--- src/rtl/mem_pkg.sv ---
// Shared constants and sizing helpers for the data memory controller.
package mem_pkg;

  // Controller state encoding
  typedef logic [1:0] state_t;
  localparam state_t IDLE = 2'd0;
  localparam state_t WAIT = 2'd1;
  localparam state_t RESP = 2'd2;

  // Sizes for the default configuration (32-bit words, 8 words, latency 2)
  localparam int DEF_DATA_W  = 32;
  localparam int DEF_DEPTH   = 8;
  localparam int DEF_LATENCY = 2;
  localparam int DEF_BYTES   = DEF_DATA_W / 8;

  // Bytes per word
  function automatic int bytes_of(input int data_w);
    return data_w / 8;
  endfunction

  // Byte-offset bits inside a word
  function automatic int off_w_of(input int data_w);
    return $clog2(data_w / 8);
  endfunction

  // Word-index bits
  function automatic int idx_w_of(input int depth);
    return $clog2(depth);
  endfunction

  // Counter bits able to hold LATENCY
  function automatic int cnt_w_of(input int latency);
    return $clog2(latency + 1);
  endfunction

endpackage

--- src/rtl/sp_ram_be.sv ---
// Single-port word array with per-byte write enables and a registered read port.
module sp_ram_be #(
  parameter int DATA_W = 32,
  parameter int DEPTH  = 8
) (
  input  logic                       clk,
  input  logic                       rst,
  input  logic                       en,
  input  logic                       we,
  input  logic [DATA_W/8-1:0]        be,
  input  logic [$clog2(DEPTH)-1:0]   addr,
  input  logic [DATA_W-1:0]          wdata,
  output logic [DATA_W-1:0]          rdata
);

  localparam int BYTES = DATA_W / 8;

  logic [DATA_W-1:0] mem [DEPTH];

  // Byte-masked write; contents are deliberately left unreset
  always_ff @(posedge clk) begin
    if (en && we) begin
      for (int k = 0; k < BYTES; k++) begin
        if (be[k]) mem[addr][k*8 +: 8] <= wdata[k*8 +: 8];
      end
    end
  end

  // Read register only loads on an enabled read, so it holds between reads
  always_ff @(posedge clk) begin
    if (rst) rdata <= '0;
    else if (en && !we) rdata <= mem[addr];
  end

endmodule

--- src/rtl/data_mem_ctrl.sv ---
// Multi-cycle data memory for the MEM stage: req/ready/ack handshake,
// programmable latency, misalignment and range checking.
module data_mem_ctrl
  import mem_pkg::*;
#(
  parameter int DATA_W  = 32,
  parameter int DEPTH   = 8,
  parameter int ADDR_W  = 32,
  parameter int LATENCY = 2
) (
  input  logic                 clk_i,
  input  logic                 rst_i,
  input  logic                 req_i,
  input  logic                 we_i,
  input  logic [ADDR_W-1:0]    addr_i,
  input  logic [DATA_W-1:0]    wdata_i,
  input  logic [DATA_W/8-1:0]  be_i,
  output logic                 ready_o,
  output logic                 ack_o,
  output logic [DATA_W-1:0]    rdata_o,
  output logic                 err_o
);

  localparam int BYTES   = bytes_of(DATA_W);
  localparam int OFF_W   = off_w_of(DATA_W);
  localparam int IDX_W   = idx_w_of(DEPTH);
  localparam int CNT_W   = cnt_w_of(LATENCY);
  localparam int LIM_W   = ADDR_W + 1;
  localparam logic [LIM_W-1:0]  LIMIT    = LIM_W'(DEPTH * BYTES);
  localparam logic [ADDR_W-1:0] OFF_MASK = ADDR_W'(BYTES - 1);
  localparam logic [CNT_W-1:0]  CNT_LOAD = CNT_W'(LATENCY - 1);

  state_t              state_reg, state_next;
  logic [CNT_W-1:0]    cnt_reg;
  logic                we_reg;
  logic [ADDR_W-1:0]   addr_reg;
  logic [DATA_W-1:0]   wdata_reg;
  logic [BYTES-1:0]    be_reg;
  logic                err_reg;

  logic                accept, commit, misaligned, out_of_range, op_err;
  logic                op_we;
  logic [ADDR_W-1:0]   op_addr;
  logic [DATA_W-1:0]   op_wdata;
  logic [BYTES-1:0]    op_be;

  assign accept = req_i && (state_reg != WAIT);

  // With single-cycle latency the access happens on the accept edge itself,
  // so it must use the live request rather than the latched copy.
  assign op_we    = (LATENCY == 1) ? we_i    : we_reg;
  assign op_addr  = (LATENCY == 1) ? addr_i  : addr_reg;
  assign op_wdata = (LATENCY == 1) ? wdata_i : wdata_reg;
  assign op_be    = (LATENCY == 1) ? be_i    : be_reg;

  assign misaligned   = |(op_addr & OFF_MASK);
  assign out_of_range = {1'b0, op_addr} >= LIMIT;
  assign op_err       = misaligned || out_of_range;

  // The access takes effect on the edge that enters RESP
  assign commit = ((state_reg == WAIT) && (cnt_reg == CNT_W'(1))) ||
                  (accept && (LATENCY == 1));

  // State register
  always_ff @(posedge clk_i) begin
    if (rst_i) state_reg <= IDLE;
    else       state_reg <= state_next;
  end

  // Next-state logic
  always_comb begin
    state_next = state_reg;
    case (state_reg)
      IDLE, RESP: begin
        if (req_i) state_next = (LATENCY == 1) ? RESP : WAIT;
        else       state_next = IDLE;
      end
      WAIT: begin
        if (cnt_reg == CNT_W'(1)) state_next = RESP;
      end
      default: state_next = IDLE;
    endcase
  end

  // Outputs decoded from state
  always_comb begin
    ready_o = (state_reg != WAIT);
    ack_o   = (state_reg == RESP);
    err_o   = (state_reg == RESP) && err_reg;
  end

  // Request latch, latency counter and error flag
  always_ff @(posedge clk_i) begin
    if (rst_i) begin
      cnt_reg   <= '0;
      we_reg    <= 1'b0;
      addr_reg  <= '0;
      wdata_reg <= '0;
      be_reg    <= '0;
      err_reg   <= 1'b0;
    end else begin
      if (accept) begin
        we_reg    <= we_i;
        addr_reg  <= addr_i;
        wdata_reg <= wdata_i;
        be_reg    <= be_i;
        cnt_reg   <= CNT_LOAD;
      end else if ((state_reg == WAIT) && (cnt_reg != '0)) begin
        cnt_reg <= cnt_reg - 1'b1;
      end
      if (commit) err_reg <= op_err;
    end
  end

  // Faulting accesses and reset both suppress the array access
  sp_ram_be #(
    .DATA_W (DATA_W),
    .DEPTH  (DEPTH)
  ) u_ram (
    .clk   (clk_i),
    .rst   (rst_i),
    .en    (commit && !op_err && !rst_i),
    .we    (op_we),
    .be    (op_be),
    .addr  (op_addr[OFF_W +: IDX_W]),
    .wdata (op_wdata),
    .rdata (rdata_o)
  );

endmodule

--- config.mk ---
export PLATFORM = sky130hd
export DESIGN_NAME = data_mem_ctrl
export DESIGN_NICKNAME = d
export VERILOG_FILES = /design/src/rtl/mem_pkg.sv /design/src/rtl/sp_ram_be.sv /design/src/rtl/data_mem_ctrl.sv
export SDC_FILE = /design/constraint.sdc
export NUM_CORES = 1
export LEC_CHECK = 0
export ABC_CLOCK_PERIOD_IN_PS = 5200
export CORE_AREA = 2 2 188 190
export CTS_BUF_LIST = sky130_fd_sc_hd__clkbuf_8 sky130_fd_sc_hd__clkbuf_16
export CTS_CLUSTER_SIZE = 10
export DETAILED_ROUTE_END_ITERATION = 16
export DIE_AREA = 0 0 190 192
export DONT_BUFFER_PORTS = 1
export GPL_ROUTABILITY_DRIVEN = 0
export HOLD_SLACK_MARGIN = 0.08
export SYNTH_ARGS = -nofsm -noshare
export SYNTH_HDL_FRONTEND = slang
export SYNTH_SLANG_ARGS = --single-unit
--- constraint.sdc ---
create_clock -name clk_i -period 5.2 [get_ports clk_i]
set_input_delay 0.26 -clock clk_i [delete_from_list [all_inputs] [get_ports clk_i]]
set_output_delay 0.26 -clock clk_i [all_outputs]
set_load 0.03 [all_outputs]
# Yosys cells after proc, flatten, opt, wreduce, memory -nomap -nowiden
# Memories as Yosys holds them, arrays and structs flattened. A register that Yosys moved wholly into a read port is not among the register bits.
# Index checks and enable logic that the tools add are counted.
[totals]
regBits = 74
memories = 1
mem_bits_rw = 256
in_bits = 72
output_inout_bits = 35
[memory_table]
columns = ["memory", "words", "width", "rd", "rd_ports_with_merged_regs", "wr", "line", "text"]
rows = [
  ["u_ram.mem", 8, 32, 1, 1, 1, "sp_ram_be.sv:18", "logic [DATA_W-1:0] mem [DEPTH];"],
]
[classes]
reduce_logical = 18
n_addsub = 1
n_lt_le_gt_ge = 1
n_mux = 17
eq_ne = 5
[ops]
columns = ["op", "n"]
rows = [
  ["$ge 32x6->1 const B", 1],
  ["$mux 1", 15],
  ["$logic_and 1x1->1", 8],
  ["$reduce_or 2->1", 3],
  ["$eq 2x1->1 const B", 2],
  ["$pmux 2 s2", 1],
  ["$reduce_bool 2->1", 2],
  ["$logic_not 1->1", 3],
  ["$eq 2x2->1 const B", 1],
  ["$logic_not 2->1", 1],
  ["$mux 2", 1],
  ["$ne 2x1->1 const B", 1],
  ["$ne 2x2->1 const B", 1],
  ["$sub 2x1->2 const B", 1],
  ["$logic_or 1x1->1", 1],
]

# Longest topological paths before layout
[depth]
ltp_word = 8
depth_mapped = 8
depth_no_buf = 7

# Hierarchy
# Synthesis repeated with hierarchy kept, for this count alone.
[unflattened]
cells_unflattened = 1046
area_unflattened_um2 = 14039.7
[by_module_without_submodules]
columns = ["mod", "n_inst", "seq_area_each_um2", "area_per_inst_um2", "cells_each"]
rows = [
  ["sp_ram_be", 1, 8328.0, 11106.9, 694],
  ["data_mem_ctrl", 1, 1481.4, 2932.8, 352],
]

# Worst setup path before layout
# No wires, ideal clock.
[synth_path]
path_kind = "register to register"
from = "register cnt_reg[0]"
to = "memory u_ram.mem[0][0] (enable)"
arrival_ps = 1954
required_time_ps = 4830
setup_time_ps = 370
path_stages_with_launch = 7
slack_ps = 2876
path_cell_list = "dfxtp_1 -> ha_1 -> and3b_1 -> nand4_1 -> nor3_1 -> nand3_1 -> nor2_1"
[synth_via]
elab_chain_len = 7
[synth_lines]
columns = ["element", "line", "text"]
rows = [
  ["start, declared", "data_mem_ctrl.sv:34", "logic [CNT_W-1:0] cnt_reg;"],
  ["start signal, assigned", "data_mem_ctrl.sv:109", "cnt_reg <= cnt_reg - 1'b1;"],
  ["$eq 2x1->1", "data_mem_ctrl.sv:61", "assign commit = ((state_reg == WAIT) && (cnt_reg == CNT_W'(1))) ||"],
  ["$logic_and 1x1->1", "data_mem_ctrl.sv:61", ""],
  ["$logic_and 1x1->1 (2 in series)", "data_mem_ctrl.sv:122", ".en (commit && !op_err && !rst_i),"],
  ["$logic_and 1x1->1", "sp_ram_be.sv:22", "if (en && we) begin"],
  ["$mux 1", "sp_ram_be.sv:22", ""],
  ["$mux 1 (not written as such)", "sp_ram_be.sv:24", "if (be[k]) mem[addr][k*8 +: 8] <= wdata[k*8 +: 8];"],
  ["end, declared", "sp_ram_be.sv:18", ""],
]
# Every way passes these cells.

# Worst setup path after layout
[layout_path]
from = "register addr_reg[14]"
to = "memory u_ram.mem[6][25] (enable)"
[layout_via]
elab_chain_len = 8
[layout_lines]
columns = ["element", "line", "text"]
rows = [
  ["start, declared", "data_mem_ctrl.sv:36", "logic [ADDR_W-1:0] addr_reg;"],
  ["start signal, assigned", "data_mem_ctrl.sv:104", "addr_reg <= addr_i;"],
  ["$ge 32x6->1", "data_mem_ctrl.sv:57", "assign out_of_range = {1'b0, op_addr} >= LIMIT;"],
  ["$logic_or 1x1->1", "data_mem_ctrl.sv:58", "assign op_err = misaligned || out_of_range;"],
  ["$logic_not 1->1", "data_mem_ctrl.sv:122", ""],
  ["$logic_and 1x1->1 (2 in series)", "data_mem_ctrl.sv:122", ""],
  ["$logic_and 1x1->1", "sp_ram_be.sv:22", ""],
  ["$mux 1", "sp_ram_be.sv:22", ""],
  ["$mux 1 (not written as such)", "sp_ram_be.sv:24", ""],
]
# Every way passes these cells.

==> results.sh <==
export IMPL_status="complete, no violations"
export IMPL_reg2reg_from="addr_reg[14]$_SDFFE_PP0P_"
export IMPL_syn_area_per_cell_sq_um=13.7
export IMPL_switching_share=0.224
export IMPL_clock_path_buffers=3
export IMPL_synth_cells=991
export IMPL_seq_area_frac_synth=0.720
export IMPL_root_buffer="clkbuf_16"
export IMPL_rsz0062_at_grt="false"
export IMPL_max_freq_ghz=0.280
export IMPL_whs_path_depth=2
export IMPL_pin_count=107
export IMPL_largest_reg_flops=256
export IMPL_drtPass1Iterations=5
export IMPL_path_clk_slew_ps=50
export IMPL_initial_core_util=0.397
export IMPL_cellPowerDensity_nw_per_um2=382
export IMPL_cts_repair_resized=0
export IMPL_skew_ps=15.6
export IMPL_finalCriticalPeriod_ps=3570
export IMPL_ir_drop_mv=0.224
export IMPL_regToRegSetupSlack_ps=1630
export IMPL_hold_class="primary input to register"
export IMPL_grt_overflow=0
export IMPL_via_per_inst=5.33
export IMPL_hold_viol=0
export IMPL_hold_path_startpoint="rst_i"
export IMPL_cts_sinks=362
export IMPL_min_to="state_reg[0]$_SDFFE_PP0P_"
export IMPL_p_total_mw=6.08
export IMPL_fin_nets=1124
export IMPL_synth_flop_cell="edfxtp_1"
export IMPL_yosysMostFrequentCell="edfxtp_1"
export IMPL_antenna_found_initial=0
export IMPL_drv_cap=0
export IMPL_coreArea_sq_um=34300
export IMPL_utilization=0.464
export IMPL_end_kind="register"
export IMPL_die_y_um=192
export IMPL_netlist_top_cells_count="edfxtp_1, nand2_1, dfxtp_1"
export IMPL_tightest_slew_ps=1200
export IMPL_finalSetupViolations=0
export IMPL_drv_slew=0
export IMPL_critPathKind="register to register"
export IMPL_die_area_sq_um=36500
export IMPL_crit_required_ps=5360
export IMPL_async_flop_share=0
export IMPL_switchingPower_mw=1.36
export IMPL_cts_made_buffers=42
export IMPL_cp_data_arrival_time_ps=3720
export IMPL_numPlacedInstances=1390
export IMPL_synth_cell_type_count=42
export IMPL_totalWireLength_mm=33.7
export IMPL_finalNonFillerCells=1536
export IMPL_synth_edf_count=256
export IMPL_syn_to_final_growth_pct=16.8
export IMPL_diodes=0
export IMPL_synth_area_sq_um=13600
export IMPL_period_share=0.686
export IMPL_wl_per_cell_um=21.9
export IMPL_yosysWarnings=0
export IMPL_r2r_end="u_ram.mem[6][25]$_DFFE_PP_"
export IMPL_route_detailed_drc=0
export IMPL_ys_seq_elements=362
export IMPL_routed_via_count=8188
export IMPL_p_comb_frac=0.053
export IMPL_synth_top_area_frac=0.564
export IMPL_grt_pass1_wl_mm=50.1
export IMPL_crit_fanout=8
export IMPL_syn_num_nets=1065
export IMPL_cts_tree="yes"
export IMPL_yosysTopAreaCell="edfxtp_1"
export IMPL_grt_pass1_vias=8117
export IMPL_cp_start_kind="register"
export IMPL_p_leak_nw=5.38
export IMPL_pwr_share_clk=0.421
export IMPL_sequentialPowerShare=0.526
export IMPL_ant_nets=0
export IMPL_yosys_top_cells_area="edfxtp_1, dfxtp_1, nand2_1"
export IMPL_grt_use_total=0.183
export IMPL_clock_latency_ps=540
export IMPL_die_w_um=190
export IMPL_p_int_mw=4.72
export IMPL_dp_hpwl_mm=21.0
export IMPL_numPortBuffers=0
export IMPL_r2r_cells=5
export IMPL_grt_max_degree=107
export IMPL_drive_gt1_frac=0.101
export IMPL_htree_levels=2
export IMPL_totalNegativeSetupSlack_ps=0
export IMPL_drt_initial_drc_count=752
export IMPL_slew_headroom=0.198
export IMPL_num_rows=68
export IMPL_regMostFlops="u_ram.mem"
## area by class of cell
cell class,count,area [sq um]
fill,2992,18400
clock buffer,42,1050
tap,455,569
timing repair buffer,79,788
multi-input combinational,561,3530
sequential,362,9820
inverter,4,15.0
clock inverter,33,148
## through the flow
step	hold slack (ps)	instance area, sq um	setup WS [ps]
2_1_floorplan	396	13600	2880
3_3_place_gp	335	14000	1630
4_1_cts	140	15900	1680
5_1_grt	158	15900	1440
3_5_place_dp	336	14000	1700
6_report	143	15900	1630
## how the worst max path moves through the flow
| stage | to | startpoint | depth (start not counted) | slack [ps] |
|---|---|---|---|---|
| floorplan | u_ram.mem[0][0]$_DFFE_PP_ | cnt_reg[0]$_SDFFE_PP0P_ | 6 | 2880 |
| global placement | u_ram.mem[2][11]$_DFFE_PP_ | addr_reg[14]$_SDFFE_PP0P_ | 5 | 1630 |
| detailed placement | u_ram.mem[6][18]$_DFFE_PP_ | addr_reg[14]$_SDFFE_PP0P_ | 5 | 1700 |
| CTS | u_ram.mem[6][20]$_DFFE_PP_ | addr_reg[14]$_SDFFE_PP0P_ | 5 | 1680 |
| global route | u_ram.mem[6][24]$_DFFE_PP_ | cnt_reg[1]$_SDFFE_PP0P_ | 7 | 1440 |
| finish | u_ram.mem[6][25]$_DFFE_PP_ | addr_reg[14]$_SDFFE_PP0P_ | 5 | 1630 |
## metal layers
metal / GRT usage / wire [um] / vias to the layer above
li1: - / - / 3798
met1: 0.239 / 14100 / 4039
met2: 0.314 / 16900 / 290
met3: 0.0280 / 1800 / 61
met4: 0.0572 / 910 / 0
met5: 0 / 0 / -
## power by group through the flow
stage	Clock [mW]	Sequential [mW]	Combinational (mW)
5_1_grt	2.71	3.20	0.357
2_1_floorplan	0	3.22	0.216
3_3_place_gp	0	3.26	0.264
3_5_place_dp	0	3.26	0.267
4_1_cts	2.60	3.20	0.327
6_report	2.56	3.20	0.324
## cells in the final DEF, fill, tap and decap left out, types with 15 or more instances in the layout
| master | netlist | final |
|---|---|---|
| a211oi_1 | 17 | 17 |
| a21oi_1 | 84 | 84 |
| a221oi_1 | 15 | 15 |
| a22oi_1 | 17 | 17 |
| clkbuf_16 | 0 | 42 |
| dfxtp_1 | 106 | 103 |
| dlygate4sd3_1 | 0 | 70 |
| edfxtp_1 | 256 | 256 |
| inv_1 | 4 | 33 |
| mux2_2 | 19 | 19 |
| mux2i_1 | 37 | 37 |
| mux4_2 | 24 | 24 |
| nand2_1 | 168 | 167 |
| nor2_1 | 85 | 85 |
## worst max-delay path, stage by stage, from the launching register on
cell and delay, ps:
dfxtp_1 310, nor4_1 440, nand4_1 270, nor3_1 880
nand3_1 500, nor2_1 780
## cells by family (layout without fill, tap and decap cells)
group / Yosys count / in the layout / synth area share
flops: 362 / 362 / 0.720
simple gates: 308 / 308 / 0.0951
compound gates: 171 / 171 / 0.0793
mux: 80 / 80 / 0.0826
buf+inv: 68 / 158 / 0.0211
fa+ha+maj: 2 / 2 / 0.00184
## what timing repair did
item | in CTS | in global routing
setup buffers | 0 | 0
hold buffers | 71 | 0
hold endpoints to repair | 106 | 0
endpoints found under the setup margin | 0 | 0
No activity file was read; power rests on OpenSTA's default activity.
